### src/rtl/alu_pkg.sv
// Shared opcode constants and output-slot state encoding for the arbitrated ALU.
package alu_pkg;

  localparam logic [2:0] OP_ADD = 3'd1;
  localparam logic [2:0] OP_SUB = 3'd2;
  localparam logic [2:0] OP_AND = 3'd3;
  localparam logic [2:0] OP_OR  = 3'd4;
  localparam logic [2:0] OP_SLT = 3'd5;

  typedef enum logic {
    ST_EMPTY = 1'b0,
    ST_FULL  = 1'b1
  } slot_state_t;

  function automatic logic op_legal(input logic [2:0] op);
    return (op >= OP_ADD) && (op <= OP_SLT);
  endfunction

endpackage

### src/rtl/alu_core.sv
// Combinational ALU: result plus zero/neg/lt/err flags; zero latency, no flow control.
module alu_core
  import alu_pkg::*;
#(
  parameter int WORD_LEN = 32
) (
  input  logic [WORD_LEN-1:0] in1,
  input  logic [WORD_LEN-1:0] in2,
  input  logic [2:0]          op,
  output logic [WORD_LEN-1:0] result,
  output logic                zero,
  output logic                neg,
  output logic                lt,
  output logic                err
);

  always_comb begin
    result = '0;
    err    = 1'b0;
    // lt is reported for every opcode, including illegal ones
    lt     = $signed(in1) < $signed(in2);
    case (op)
      OP_ADD:  result = in1 + in2;
      OP_SUB:  result = in1 - in2;
      OP_AND:  result = in1 & in2;
      OP_OR:   result = in1 | in2;
      OP_SLT:  result = {{(WORD_LEN-1){1'b0}}, lt};
      default: err    = 1'b1;
    endcase
    zero = (result == '0);
    neg  = result[WORD_LEN-1];
  end

endmodule

### src/rtl/alu_arbiter.sv
// Two-requester round-robin front end to a single-slot registered ALU; 1-cycle latency.
// Slot refills in the same cycle it drains; req_ready is held low while the slot is stalled.
module alu_arbiter
  import alu_pkg::*;
#(
  parameter int WORD_LEN = 32
) (
  input  logic                clk,
  input  logic                rst_n,
  input  logic [1:0]          req_valid,
  output logic [1:0]          req_ready,
  input  logic [WORD_LEN-1:0] req0_in1,
  input  logic [WORD_LEN-1:0] req0_in2,
  input  logic [2:0]          req0_op,
  input  logic [WORD_LEN-1:0] req1_in1,
  input  logic [WORD_LEN-1:0] req1_in2,
  input  logic [2:0]          req1_op,
  output logic                resp_valid,
  input  logic                resp_ready,
  output logic                resp_id,
  output logic [WORD_LEN-1:0] resp_result,
  output logic                resp_zero,
  output logic                resp_neg,
  output logic                resp_lt,
  output logic                resp_err
);

  slot_state_t state, state_nxt;
  logic        last_grant;
  logic        grant;
  logic        can_accept;
  logic        accept;

  logic [WORD_LEN-1:0] alu_in1, alu_in2, alu_result;
  logic [2:0]          alu_op;
  logic                alu_zero, alu_neg, alu_lt, alu_err;

  always_comb begin
    state_nxt = state;
    req_ready = 2'b00;
    grant     = 1'b0;
    // rst_n gates the grant so req_ready stays low throughout reset
    can_accept = rst_n && ((state == ST_EMPTY) || resp_ready);
    case (req_valid)
      2'b01:   grant = 1'b0;
      2'b10:   grant = 1'b1;
      2'b11:   grant = ~last_grant;
      default: grant = 1'b0;
    endcase
    if (can_accept && (req_valid != 2'b00)) begin
      req_ready[grant] = 1'b1;
    end
    accept = (req_ready != 2'b00);
    if (accept) begin
      state_nxt = ST_FULL;
    end else if ((state == ST_FULL) && resp_ready) begin
      state_nxt = ST_EMPTY;
    end
  end

  always_comb begin
    alu_in1 = grant ? req1_in1 : req0_in1;
    alu_in2 = grant ? req1_in2 : req0_in2;
    alu_op  = grant ? req1_op  : req0_op;
  end

  alu_core #(
    .WORD_LEN(WORD_LEN)
  ) u_core (
    .in1    (alu_in1),
    .in2    (alu_in2),
    .op     (alu_op),
    .result (alu_result),
    .zero   (alu_zero),
    .neg    (alu_neg),
    .lt     (alu_lt),
    .err    (alu_err)
  );

  always_ff @(posedge clk or negedge rst_n) begin
    if (!rst_n) begin
      state      <= ST_EMPTY;
      last_grant <= 1'b1;
    end else begin
      state <= state_nxt;
      if (accept) begin
        last_grant <= grant;
      end
    end
  end

  always_ff @(posedge clk or negedge rst_n) begin
    if (!rst_n) begin
      resp_id     <= 1'b0;
      resp_result <= '0;
      resp_zero   <= 1'b0;
      resp_neg    <= 1'b0;
      resp_lt     <= 1'b0;
      resp_err    <= 1'b0;
    end else if (accept) begin
      resp_id     <= grant;
      resp_result <= alu_result;
      resp_zero   <= alu_zero;
      resp_neg    <= alu_neg;
      resp_lt     <= alu_lt;
      resp_err    <= alu_err;
    end
  end

  assign resp_valid = (state == ST_FULL);

endmodule

### config.mk
export PLATFORM = sky130hd
export DESIGN_NAME = alu_arbiter
export DESIGN_NICKNAME = d
export VERILOG_FILES = /design/src/rtl/alu_pkg.sv /design/src/rtl/alu_core.sv /design/src/rtl/alu_arbiter.sv
export SDC_FILE = /design/constraint.sdc
export NUM_CORES = 1
export LEC_CHECK = 0
export CORE_MARGIN = 2
export CORE_UTILIZATION = 25
export CTS_CLUSTER_DIAMETER = 120
export DETAILED_ROUTE_END_ITERATION = 10
export GPL_ROUTABILITY_DRIVEN = 0
export PLACE_DENSITY_LB_ADDON = 0.15
export SLEW_MARGIN = 20
export SYNTH_ARGS = -nofsm -noshare
export SYNTH_HDL_FRONTEND = slang
export SYNTH_SLANG_ARGS = --single-unit
export TNS_END_PERCENT = 1
### constraint.sdc
create_clock -name clk -period 4.8 [get_ports clk]
set_input_delay 1.2 -clock clk [delete_from_list [all_inputs] [get_ports clk]]
set_output_delay 1.2 -clock clk [all_outputs]
set_load 0.01 [all_outputs]
Word-level counts from Yosys, hierarchy flattened
Index checks and enable logic that the tools add are counted.
Storage, ports and cells
  bits in registers: 39
  output and inout port bits: 40
  word-level logic and storage cells: 45
Cells by class
  order comparisons: 3
  bitwise logic cells: 4
  muxes and demuxes: 11
  add/subtract/negate cells: 2
  reductions and logical operators: 10
  equality and inequality tests: 7
Operators by type and width (count)
  $pmux W32 S5: 1
  $mux W32: 2
  $add A32 B32 Y32: 1
  $and A32 B32 Y32: 1
  $logic_not A32 Y1: 1
  $lt A32 B32 Y1: 1
  $or A32 B32 Y32: 1
  $sub A32 B32 Y32: 1
  $eq A3 B2 Y1 const B: 2
  $eq A3 B3 Y1 const B: 2
  $reduce_bool A2 Y1: 3
  $reduce_or A5 Y1: 1
  $eq A2 B2 Y1 const B: 2
  $logic_and A1 B1 Y1: 4
  $mux W1: 4
  $eq A3 B1 Y1 const B: 1
  $mux W3: 1
  $lt A1 B2 Y1 const B: 1
  $mux W2: 1
  $not A1 Y1: 2
  $pmux W1 S2: 1
  $demux W1 S1: 1
  $ge A1 B1 Y1 const B: 1
  $logic_or A1 B1 Y1: 1

Longest topological paths before layout
  depth in word-level cells: 9
  gate-level depth with buffers: 21

Modules after synthesis
A second synthesis with hierarchy kept.
Second synthesis, totals
  cells, all modules: 1027
  area total of the unflattened synthesis: 7952.6 um^2
Modules (own cells, without submodules)
  alu_core: area each 5674.2 um^2, cells an instance 865, instances 1, seq. area each 0.0 um^2
  alu_arbiter: area each 2278.4 um^2, cells an instance 162, instances 1, seq. area each 977.2 um^2

Worst setup path after synthesis
OpenSTA, ideal clock, no wires.
  kind: input -> register
  from: input req_valid[1]
  to: register resp_zero
  setup slack: -1.120 ns
  setup time: 0.066 ns
  arrival time: 5.854 ns
  stages on the path: 18
  buffers on the path: 4
  path through: a21boi_2 > buf_4 > clkbuf_1 > clkbuf_1 > buf_1 > mux2_2 > ha_1 > fa_1 > a211oi_2 > o41ai_4 > and4bb_1 > nor3_2 > o221ai_1 > a211oi_2 > o31ai_1 > a221o_1 > a221oi_1 > a41o_1
On the way
  cells in the longest elaborated chain, start to end: 8
  elaborated cells between the ends (all ways): 27
  those cells by class: add/sub: 2; order compare: 3; eq/ne: 7; mux: 8; bitwise: 2; reduce/logical: 5
Ends and longest elaborated chain
  start, declared: RTL line alu_arbiter.sv:10  | input logic [1:0] req_valid,
  branches (longest 8 deep; another with $sub A32 B32 Y32)
  end signal, assigned: RTL line alu_arbiter.sv:103  | resp_zero <= alu_zero;
  end, declared: RTL line alu_arbiter.sv:22  | output logic resp_zero,
Several ways; the timed one is not identified.
A chain may end at the register's enable or synchronous reset.

Worst setup path in the final report
Same ends and word-level chain as after synthesis.

==> metrics.md <==
| Metric | Value |
|---|---|
| # H-tree levels | 2 |
| Switching part of the total power | approximately 42% |
| Cell Area, Synth | between 0.007 and 0.008 mm² |
| Hold_buf cts | 0 |
| Largest net degree at the start of global routing | about 60 |
| CTS Buffer Depth | 2 |
| Worst R2R Start | last_grant |
| ANT nets after route | 0 |
| Final Max Tran Viols | 0 |
| Post-synthesis sequential area ratio | roughly an eighth |
| GRT overflow | 0 |
| Top cell type's share of synthesized area | 16.5% |
| CP Launch Type | primary input |
| Clock tree sinks | 38 |
| Clk_skew | between 0.002 and 0.0025 ns |
| Hold Path Class | flip-flop to flip-flop |
| Fin crit share | 114% |
| Initial core utilization | approximately 25% |
| Seq cells post-synth | 38 |
| Utilization after layout | 42.6% |
| Synth Warn # | 0 |
| Nets@finish | around 1,700 |
| WS Path Type | primary input to flip-flop |
| WL final | 31,900 µm |
| Drt via density | between 4 and 5 |
| IO Pins | 179 |
| Post-synth cell types | 94 |
| First DRT Iteration DRCs | between 600 and 700 |
| Async set-reset flop share out of synthesis | 100% |
| Initial antenna violation count | 0 |
| Crit path DAT | ~5.7 ns |
| Max_cap viols | 0 |
| Comb pwr share | between 70 and 80% |
| Post-synth top area cell | ha_1 |
| Die area | around 0.033 mm² |
| CP max FO | 13 |
| CP startpoint | req_valid[1] |
| Hold Startpoint | resp_result[26] |
| Top FF cell, synth | dfrtp_1 |
| Via count | 9,310 |
| Setup_tns | -4.28 ns |
| Pwr Density | roughly 260 mW/mm² |
| Top cells by count, synth | ha_1 (103), nand2_1 (91), inv_1 (90) |
| Num CTS Buffers | 5 |
| Area delta synth->final | 67.4% |
| Hpwl dp | around 27,000 µm |
| Final-report hold violation count | 0 |
| Synthesized instance count | around 1,000 |
| Avg Inst Size Synth | between 7 and 8 µm² |
| Net count after synthesis | between 1,000 and 1,500 |
| Setup slack at placement | -1.11 ns |
| Per-cell routed wire length | 16.9 µm |
| Failing checks | setup timing |
| Worst-path clk slew | about 0.060 ns |
| Site Rows | 64 |
| Synth area leaders | ha_1 (17%), dfrtp_1 (12%), mux2_2 (10%), a21oi_1 (5.4%), nand2_1 (4.4%) |
| Dominant cell by count in the synthesized netlist | ha_1 |
| Worst path required time | ~5 ns |
| Hold slack | between 0.4 and 0.5 ns |
| Sw power | 1430 µW |
| RSZ-0062 raised after global routing | true |
| Max frequency | roughly 0.18 GHz |
| Drt drc | 0 |
| Worst rel slew slack | approximately 59% |
| Fin crit period | 5.46 ns |
| Die X | roughly 180 µm |
| CTS tree | built |
| Final setup violation count | 14 |
| Clk root buf | clkbuf_16 |
| Layout cells sized above 1 | 36.1% |
| Critical Path Sink Type | flip-flop |
| Number of global-route vias before repair | around 9,300 |
| Number of port buffers | between 150 and 200 |
| Initial DRT Pass Iterations | 5 |
| Max rail drop VDD | ~0.14 mV |
| Core area | ~0.031 mm² |
| GRT Total Usage | 19.0% |
| # diodes | 0 |
| Clk_lat worst skew | 0.28 ns |
| Sequential Power Share | 13.8% |
| Status | complete, but fails checks |
| Die H | 181 µm |
| Setup WS post-layout | -0.663 ns |
| Global-route wire length before repair | between 50,000 and 60,000 µm |
| EDFF count, synth | 0 |
| Worst Tran Pin Value | a little under 0.6 ns |
| Clock Power Share | 9.7% |
| Leakage power | approximately 0.0059 µW |
| Internal | 1960 µW |
[critical path, cell delays in order]
cell and delay [ns]:
clkdlybuf4s50_1 0.49, a21boi_4 0.25, buf_12 0.17, buf_12 0.15, mux2_2 0.38, ha_1 0.42
or3_4 0.41, nor4_2 0.22, nand3b_1 0.19, o31ai_4 0.11, a221o_1 0.37, a221oi_2 0.28
nand3_1 0.14, nor4_2 0.28, buf_4 0.16, nand4_1 0.10, nor4_2 0.16, a41o_1 0.19
[path summary, 6_finish.rpt]
check	end	slack, ns	depth (start not counted)
worst max-delay path	resp_zero	-0.66	18
worst min-delay path	resp_result[26]	0.48	2
worst max register to register	resp_zero	0.40	17
worst min register to register	resp_result[26]	0.48	2
max in group asynchronous	last_grant	3.43	2
min in group asynchronous	resp_result[5]	1.01	2
[per-stage QoR]
| step | cell area [µm²] | power (µW) | cells |
|---|---|---|---|
| floorplan | 7910 | 1650 | 1015 |
| global placement | 12500 | 2920 | 1871 |
| detailed placement | 12500 | 2930 | 1871 |
| CTS | 12800 | 3330 | 1884 |
| global route | 13100 | 3650 | 1885 |
| finish | 13100 | 3400 | 1885 |
[repair_timing]
item	CTS	global route
setup buffers	5	1
pin swaps	8	11
gates resized for setup	34	44
endpoints found under the setup margin	23	26
[flip-flops by register name (all words and copies together), names as in the netlist]
signal / cells
resp_result: 32
resp_err: 1
last_grant: 1
resp_zero: 1
resp_id: 1
resp_lt: 1
resp_valid: 1
[cell families (layout without fill, tap and decap cells)]
family | Yosys count | after routing | synth area share, %
mux | 85 | 85 | 12.5
xor+xnor | 14 | 14 | 1.57
buf+inv | 156 | 630 | 8.17
compound gates | 326 | 326 | 29.8
flops | 38 | 38 | 12.2
simple gates | 291 | 291 | 18.8
fa+ha+maj | 105 | 105 | 17.0
[power groups by stage]
stage	clock network [µW]	registers [µW]	logic [µW]
global route	353	479	2810
global placement	0	471	2450
floorplan	0	501	1150
CTS	340	469	2520
detailed placement	0	475	2460
finish	331	468	2600
[layout by cell type (no fill, tap or decap), types with 9 or more instances in the layout]
| cell type | count |
|---|---|
| mux2_2 | 67 |
| ha_1 | 88 |
| nor2b_1 | 12 |
| a21oi_1 | 76 |
| nand2_1 | 91 |
| nor2_1 | 69 |
| nor3_1 | 16 |
| o21bai_1 | 9 |
| buf_4 | 347 |
| a21o_1 | 13 |
| nand4_1 | 12 |
| o21a_1 | 10 |
| nand3_1 | 16 |
| o211ai_1 | 19 |
| a21oi_2 | 9 |
| a211oi_2 | 9 |
| inv_1 | 89 |
| xnor2_1 | 10 |
| a221o_1 | 10 |
| clkdlybuf4s50_1 | 177 |
| o21ai_0 | 49 |
| dfrtp_1 | 37 |
| o221ai_1 | 9 |
[cell type report]
cell class / count / area [µm²]
tap: 396 / 495
fill: 3110 / 17600
multi-input combinational: 821 / 6660
clock buffer: 7 / 143
clock inverter: 1 / 5.00
inverter: 93 / 349
timing repair buffer: 529 / 4450
sequential: 38 / 952
[layer usage]
metal | vias to the layer above | GRT usage [%] | routed length (µm) | share of wire (%)
met2 | 290 | 30.0 | 13700 | 43
met5 | - | 0 | 0 | 0
met4 | 0 | 2.16 | 281 | 0.88
met3 | 20 | 1.52 | 1460 | 4.6
li1 | 4651 | - | - | -
met1 | 4349 | 28.7 | 16500 | 52
Note: power is estimated with default switching activity, not from simulation.
